**config.mk**
```make
export PLATFORM = sky130hd
export DESIGN_NAME = mash_stream_decoder
export DESIGN_NICKNAME = d
export VERILOG_FILES = /design/src/rtl/mash_stream_decoder_pkg.sv /design/src/rtl/mash_stream_decoder_accum.sv /design/src/rtl/mash_stream_decoder.sv
export SDC_FILE = /design/constraint.sdc
export NUM_CORES = 1
export LEC_CHECK = 0
export CAP_MARGIN = 40
export CORE_MARGIN = 4
export CORE_UTILIZATION = 55
export CTS_BUF_LIST = sky130_fd_sc_hd__clkbuf_2
export CTS_CLUSTER_DIAMETER = 100
export DETAILED_ROUTE_END_ITERATION = 8
export PLACE_DENSITY = 0.78
export SLEW_MARGIN = 20
export SYNTH_ARGS = -nofsm -noshare
export SYNTH_HDL_FRONTEND = slang
export SYNTH_HIERARCHICAL = 1
export SYNTH_SLANG_ARGS = --single-unit
```
**constraint.sdc**
```tcl
create_clock -name i_clk -period 8 [get_ports i_clk]
set_input_delay 2.4 -clock i_clk [delete_from_list [all_inputs] [get_ports i_clk]]
set_output_delay 2.4 -clock i_clk [all_outputs]
set_load 0.1 [all_outputs]
```
**src/rtl/mash_stream_decoder_pkg.sv**
```systemverilog
// Shared types and constants for the MASH stream decoder.
// Optional build macro used by this block: MASH_DEC_MINMAX_EN (min/max trackers).
package mash_stream_decoder_pkg;

    typedef enum logic [1:0] {
        ST_IDLE,
        ST_ACCUM,
        ST_REPORT
    } dec_state_t;

    localparam int unsigned ACC_W  = 20;
    localparam int unsigned FRAC_W = 12;
    localparam int unsigned CNT_W  = 12;
    localparam int unsigned SMP_W  = 8;

    localparam logic [3:0] WIN_MIN = 4'd4;
    localparam logic [3:0] WIN_MAX = 4'd12;

    // Restrict the requested window exponent to the supported range.
    function automatic logic [3:0] clamp_win(input logic [3:0] k);
        logic [3:0] r;
        if (k < WIN_MIN) begin
            r = WIN_MIN;
        end else if (k > WIN_MAX) begin
            r = WIN_MAX;
        end else begin
            r = k;
        end
        return r;
    endfunction

endpackage

```
**src/rtl/mash_stream_decoder_accum.sv**
```systemverilog
// Window accumulator for the MASH stream decoder: running sum, sample
// counter, last-sample detection and (when MASH_DEC_MINMAX_EN is defined)
// per-window min/max trackers.
module mash_dec_accum
    import mash_stream_decoder_pkg::*;
(
    input  logic              clk,
    input  logic              rst,
    input  logic              clear,
    input  logic              en,
    input  logic [SMP_W-1:0]  sample,
    input  logic [3:0]        win_log2,
    output logic [ACC_W-1:0]  acc_next,
    output logic [SMP_W-1:0]  min_next,
    output logic [SMP_W-1:0]  max_next,
    output logic              last
);

    localparam logic [CNT_W-1:0] CNT_ONES = '1;

    logic [ACC_W-1:0] acc;
    logic [CNT_W-1:0] count;
    logic [CNT_W-1:0] last_idx;

    // Sum including the current sample, and detection of the 2^k-th sample.
    always_comb begin
        acc_next = acc + ACC_W'(sample);
        last_idx = CNT_ONES >> (4'(CNT_W) - win_log2);
        last     = en && (count == last_idx);
    end

    // Running sum and sample counter, cleared at the start of each window.
    always_ff @(posedge clk) begin
        if (rst || clear) begin
            acc   <= '0;
            count <= '0;
        end else if (en) begin
            acc   <= acc_next;
            count <= count + CNT_W'(1);
        end
    end

`ifdef MASH_DEC_MINMAX_EN
    logic [SMP_W-1:0] min_q;
    logic [SMP_W-1:0] max_q;

    // Extremes including the current sample.
    always_comb begin
        min_next = (sample < min_q) ? sample : min_q;
        max_next = (sample > max_q) ? sample : max_q;
    end

    // Extreme trackers, primed so the first sample always replaces them.
    always_ff @(posedge clk) begin
        if (rst || clear) begin
            min_q <= '1;
            max_q <= '0;
        end else if (en) begin
            min_q <= min_next;
            max_q <= max_next;
        end
    end
`else
    assign min_next = '0;
    assign max_next = '0;
`endif

endmodule

```
**src/rtl/mash_stream_decoder.sv**
```systemverilog
// MASH division-ratio stream decoder: averages 2^k samples into an 8.12
// fixed-point result and reports it with a valid/ready handshake.
// Build macro: MASH_DEC_MINMAX_EN enables per-window min/max reporting;
// without it o_min/o_max stay at zero.
module mash_stream_decoder
    import mash_stream_decoder_pkg::*;
(
    input  logic              i_clk,
    input  logic              i_rst,
    input  logic              i_start,
    input  logic [3:0]        i_win_log2,
    input  logic              i_mash_valid,
    input  logic [SMP_W-1:0]  i_mash_out,
    input  logic              i_ready,
    output logic              o_busy,
    output logic              o_valid,
    output logic [SMP_W-1:0]  o_int,
    output logic [FRAC_W-1:0] o_frac,
    output logic [SMP_W-1:0]  o_min,
    output logic [SMP_W-1:0]  o_max,
    output logic              o_overrun
);

    dec_state_t       state;
    logic [3:0]       k_lat;
    logic             accept_start;
    logic             sample_en;
    logic             last;
    logic [ACC_W-1:0] acc_next;
    logic [ACC_W-1:0] scaled;
    logic [SMP_W-1:0] min_next;
    logic [SMP_W-1:0] max_next;

    assign accept_start = (state == ST_IDLE) && i_start;
    assign sample_en    = (state == ST_ACCUM) && i_mash_valid;

    // Normalise the 2^k-sample sum to a 12-bit fraction; cannot overflow.
    always_comb begin
        scaled = acc_next << (4'(FRAC_W) - k_lat);
    end

    mash_dec_accum u_accum (
        .clk      (i_clk),
        .rst      (i_rst),
        .clear    (accept_start),
        .en       (sample_en),
        .sample   (i_mash_out),
        .win_log2 (k_lat),
        .acc_next (acc_next),
        .min_next (min_next),
        .max_next (max_next),
        .last     (last)
    );

    // Control FSM with registered result and status outputs.
    always_ff @(posedge i_clk) begin
        if (i_rst) begin
            state     <= ST_IDLE;
            k_lat     <= WIN_MIN;
            o_busy    <= 1'b0;
            o_valid   <= 1'b0;
            o_int     <= '0;
            o_frac    <= '0;
            o_min     <= '0;
            o_max     <= '0;
            o_overrun <= 1'b0;
        end else begin
            case (state)
                ST_IDLE: begin
                    if (i_start) begin
                        k_lat     <= clamp_win(i_win_log2);
                        o_overrun <= 1'b0;
                        o_busy    <= 1'b1;
                        state     <= ST_ACCUM;
                    end
                end
                ST_ACCUM: begin
                    if (last) begin
                        o_int   <= scaled[ACC_W-1:FRAC_W];
                        o_frac  <= scaled[FRAC_W-1:0];
                        o_min   <= min_next;
                        o_max   <= max_next;
                        o_busy  <= 1'b0;
                        o_valid <= 1'b1;
                        state   <= ST_REPORT;
                    end
                end
                ST_REPORT: begin
                    if (i_mash_valid) begin
                        o_overrun <= 1'b1;
                    end
                    if (i_ready) begin
                        o_valid <= 1'b0;
                        state   <= ST_IDLE;
                    end
                end
                default: begin
                    state <= ST_IDLE;
                end
            endcase
        end
    end

endmodule

```
### Word level (Yosys, flattened, before mapping)

Cells that the tools add are included.

| operators by class | value |
|---|---|
| add/subtract/negate cells | 3 |
| $lt $le $gt $ge | 2 |
| equality and inequality tests | 7 |
| reductions and logical operators | 14 |
| muxes and demuxes | 15 |
| shift operators | 2 |

Operators with widths:

| cell | number |
|---|---|
| adder 20 x 8 -> 20 bit | 1 |
| left shift 20 x 4 -> 20 bit | 1 |
| adder 12 x 1 -> 12 bit, second input constant | 1 |
| == test 12 bit | 1 |
| AND reduction 3 bit | 4 |
| >> shifter 12 x 4 -> 12 bit, first input constant | 1 |
| two-way mux 4 bit | 2 |
| inequality test 2 bit, second input constant | 4 |
| two-way mux 1 bit | 6 |
| two-way mux 2 bit | 3 |
| case mux 1 bit (2 select lines) | 3 |
| case mux 2 bit (3 select lines) | 1 |
| nonzero test 2 bit | 3 |
| greater-than comparator 4 bit, second input constant | 1 |
| < comparator 4 x 3 -> 1 bit, second input constant | 1 |
| AND reduction 2 bit | 2 |
| subtractor 4 bit, first input constant | 1 |
| logical AND 1 bit | 3 |
| == test 2 x 1 -> 1 bit, second input constant | 1 |
| == test 2 bit, second input constant | 1 |
| logical NOT 2 bit | 1 |
| logical OR 1 bit | 1 |

| word-level totals | value |
|---|---|
| input port bits | 17 |
| register bits after elaboration | 61 |
| output and inout port bits | 39 |

### Logic depth before layout (Yosys ltp)

| logic depth | value |
|---|---|
| depth in word-level cells | 6 |
| depth in mapped cells | 12 |

### By module

The synthesis kept the hierarchy.

By module, submodules not included:

| module | instances | area each (um^2) | cells an instance |
|---|---|---|---|
| mash_dec_accum | 1 | 2543.7 | 312 |
| mash_stream_decoder | 1 | 2541.2 | 275 |

### Least setup slack after synthesis

No wires, ideal clock.

| timing path | value |
|---|---|
| kind | input-to-reg |
| from | input port i_mash_out[0] |
| to | register o_frac[8] |
| path slack | 3.157 ns |
| required time | 7.881 ns |
| setup time | 0.119 ns |
| stages | 11 |
| data arrival time | 4.724 ns |
| cell sequence | ha_1 fa_1 a21o_1 a21o_1 a21o_1 a21oi_1 xnor2_1 mux4_2 mux2i_1 nor2_1 o221a_1 |

| on the way | value |
|---|---|
| longest elaborated chain between the ends | 2 |

RTL lines:

| element | line | text |
|---|---|---|
| start: declaration | mash_stream_decoder.sv:13 | `input logic [SMP_W-1:0] i_mash_out,` |
| adder 20 x 8 -> 20 bit | mash_stream_decoder_accum.sv:27 | `acc_next = acc + ACC_W'(sample);` |
| via acc_next[6] | mash_stream_decoder.sv:29 | `logic [ACC_W-1:0] acc_next;` |
| left shift 20 x 4 -> 20 bit | mash_stream_decoder.sv:39 | `scaled = acc_next << (4'(FRAC_W) - k_lat);` |
| end signal: assignment | mash_stream_decoder.sv:80 | `o_frac <= scaled[FRAC_W-1:0];` |
| end: declaration | mash_stream_decoder.sv:18 | `output logic [FRAC_W-1:0] o_frac,` |

The timed path passes the listed nets, and every way through them passes these cells.
A chain may end at the register's enable or synchronous reset.

### Worst setup path in the final report

| timing path | value |
|---|---|
| from | input port i_mash_valid |
| to | register o_int[5] |

| on the way | value |
|---|---|
| longest elaborated chain between the ends | 3 |

RTL lines:

| element | line | text |
|---|---|---|
| start: declaration | mash_stream_decoder.sv:12 | `input logic i_mash_valid,` |
| logical AND 1 bit | mash_stream_decoder.sv:35 | `assign sample_en = (state == ST_ACCUM) && i_mash_valid;` |
| via sample_en | mash_stream_decoder.sv:27 | `logic sample_en;` |
| logical AND 1 bit | mash_stream_decoder_accum.sv:29 | `last = en && (count == last_idx);` |
| via last | mash_stream_decoder.sv:28 | `logic last;` |
| AND reduction 2 bit (no line) | - |  |
| end signal: assignment | mash_stream_decoder.sv:79 | `o_int <= scaled[ACC_W-1:FRAC_W];` |
| end: declaration | mash_stream_decoder.sv:17 | `output logic [SMP_W-1:0] o_int,` |

The timed path passes the listed nets, and every way through them passes these cells.

==> metrics <==
status complete, no violations; CP startpoint kind input pin; Clock Skew 0.0298 ns; CTS Sinks 77; Max Slew Vio Count 0; Residual DRC 0; Port Buffers 55; initial antenna violation count 0; Via-to-Cell Ratio 5.94; nets 696; CP Class in -> reg; Longest Clk Path Bufs 2; total number of H-tree levels 3; final hold violations 0; DRT antenna net count 0; first-pass GRT wire length 20.6 mm; Leak 2.36 nW; wire length per cell 15.7 microns; IO Pins 56; Clock Latency Late Sink 0.55 ns; Seq cells post-synth 77; syn_area_per_cell 8.66 sq um; Pre-antenna DRT Iters 5; GRT Resource Usage Total 22.5%; commonest non-fill, non-tap cell in the layout dfxtp_1; Critical Path RT 8.47 ns; async set-reset flop share out of synthesis 0%; CTS root buf clkbuf_2; Register Area 0.00154 sq mm; Iteration-0 DRC Markers 148; quantity of gates resized following cts 0; crit-path max cell delay 0.69 ns; Tcrit/Tclk final 69.0%; HPWL after DPL 9.08 mm; hold buffer count at cts 0; library cells used by synthesis 75; post-route minimum period 5.52 ns; most frequent cells in the layout 77 x dfxtp_1, 76 x nand2_1, 55 x clkdlybuf4s50_1; CP max stage cell nand3b_1; Seq/Total Area, Yosys 30.3%; worst-margin pin slew 0.760 ns; die width 104 microns; worst-case vdd ir drop 0.0809 mV; PwrDens 124 mW/mm^2; share of cells above drive strength 1 15.5%; final core utilization 71.5%; YS warnings 6; cell area after synthesis 0.00508 sq mm; peak fanout along the critical path 19; area delta synth->final 24.3%; Rows 34; CP Capture Type flip-flop; CTS tree yes; Non-Filler Instances 778; Post-CTS Setup Bufs 0; Vias 4619; Rel. slew slack 49.1%; Setup Viol. Count Final 0; number of max-cap violations 0; Synth Flop Type dfxtp_1; Post-synth EDFFs 0; core area 0.00885 sq mm; Multi-input gate area 0.00325 sq mm; Hold WC Path Type reg -> reg; unrepaired setup endpoints after global routing no; metal2 WL 6.06 mm; Setup TNS 0 ns; Top Layer Used met4; met1 WL 5.37 mm; largest net degree at the start of global routing 45; filler cell count 656; routed wire length 12.2 mm; worst slack, placed 2.04 ns; Reg clk slew, reported paths 0.23 ns; number of instances in the placed design 761; routability cong. 0.890; Peak Freq 181 MHz; critical-path cell list clkdlybuf4s50_1 > and3b_1 > buf_4 > o31a_2 > o311ai_0 > a211o_1 > nor4_1 > nand3b_1 > nor2_1 > nand2_1 > o221ai_1; full die area 0.0108 sq mm; Initial Util 57.5%; met3 WL 642 microns; Die Ht 104 microns; Ant. Diodes 0; GRT overflow 0; CTS buffer count 9; worst setup margin 2.48 ns; Syn Inst Count 587; CP arrival 5.99 ns; number of global-route vias before repair 4338
## final cells by class
class / instances / area share (%)
multi-input combinational: 462 / 51.5
sequential: 77 / 24.4
timing repair buffer: 104 / 19.4
tap: 108 / 2.14
clock inverter: 7 / 1.27
clock buffer: 9 / 0.712
inverter: 11 / 0.653
## registers in the layout, summed over array words and instances, names as in the netlist
signal,cells
o_max,8
o_overrun,1
u_accum/acc,20
o_min,8
o_frac,12
o_valid,1
u_accum/count,12
state,2
o_busy,1
k_lat,4
o_int,8
## power breakdown
group	internal [mW]	switching (mW)	total (mW)
sequential	0.388	0.00523	0.393
clock	0.0758	0.152	0.228
combinational	0.0695	0.0947	0.164
## worst max-delay path: cells and delay by family
family                 cells  cell delay, ns
AOI/OAI and AO/OA          4            0.84
buffers and inverters      2            0.73
and+or+nand+nor            5            2.02
## cells by family (layout without fill, tap and decap cells)
group           count (synthesis)  after routing  share of synthesized area [%]
fa+ha+maj                      14             14                           3.59
other cells                     1             16                         0.0737
mux                            62             62                           15.9
compound gates                119            119                           15.4
flops                          77             77                           30.3
buf+inv                        63            131                           6.82
simple gates                  213            213                           20.8
xor+xnor                       38             38                           7.14
## worst paths after layout
path / from / endpoint / slack [ns] / cells past startpoint
setup / recovery: i_mash_valid / o_int[5]$_SDFFE_PP0P_ / 2.48 / 11
hold / removal: o_min[4]$_SDFFE_PP0P_ / o_min[4]$_SDFFE_PP0P_ / 0.47 / 2
setup reg to reg: k_lat[0]$_SDFFE_PP0P_ / o_int[5]$_SDFFE_PP0P_ / 3.65 / 12
hold reg to reg: o_min[4]$_SDFFE_PP0P_ / o_min[4]$_SDFFE_PP0P_ / 0.47 / 2
## metrics by stage
step           total power [mW]  hold WS (ns)  area [sq um]
4_1_cts                   0.789         0.473          6310
2_1_floorplan             0.528         0.449          5140
3_3_place_gp              0.555         0.442          5570
3_5_place_dp              0.561         0.448          6190
5_1_grt                   0.821         0.501          6320
6_report                  0.785         0.472          6320
## synth_stat cells (3+ instances only)
master / instances / area, sq um
and4_1: 3 / 26.3
nand4_1: 14 / 87.6
buf_2: 9 / 45.0
a211o_1: 3 / 26.3
buf_4: 19 / 143
a2111oi_0: 3 / 26.3
a21oi_1: 50 / 250
xnor2_1: 18 / 158
a21o_1: 8 / 60.1
xor2_1: 16 / 140
mux2i_1: 42 / 420
a211oi_1: 5 / 37.5
a31oi_1: 5 / 31.3
and3_1: 8 / 50.1
nor3b_1: 4 / 30.0
o21a_1: 3 / 22.5
and2_1: 6 / 37.5
nand3_1: 23 / 115
or3_1: 10 / 62.6
xnor2_2: 3 / 48.8
mux2_2: 6 / 67.6
nor2_1: 35 / 131
a22oi_1: 3 / 22.5
o21ai_0: 8 / 40.0
dfxtp_1: 77 / 1540
nor3_1: 9 / 45.0
o221ai_1: 7 / 61.3
nand2_1: 76 / 285
clkbuf_1: 18 / 67.6
mux4_2: 13 / 293
inv_1: 11 / 41.3
o31ai_1: 3 / 22.5
ha_1: 13 / 163
nor2b_1: 3 / 18.8
## layer usage
metal | vias to the layer above | track usage (%)
li1 | 2254 | -
met1 | 2197 | 28.5
met2 | 148 | 38.8
met3 | 20 | 4.10
met4 | 0 | 7.31
met5 | - | 0
No activity file was read; power rests on OpenSTA's default activity.
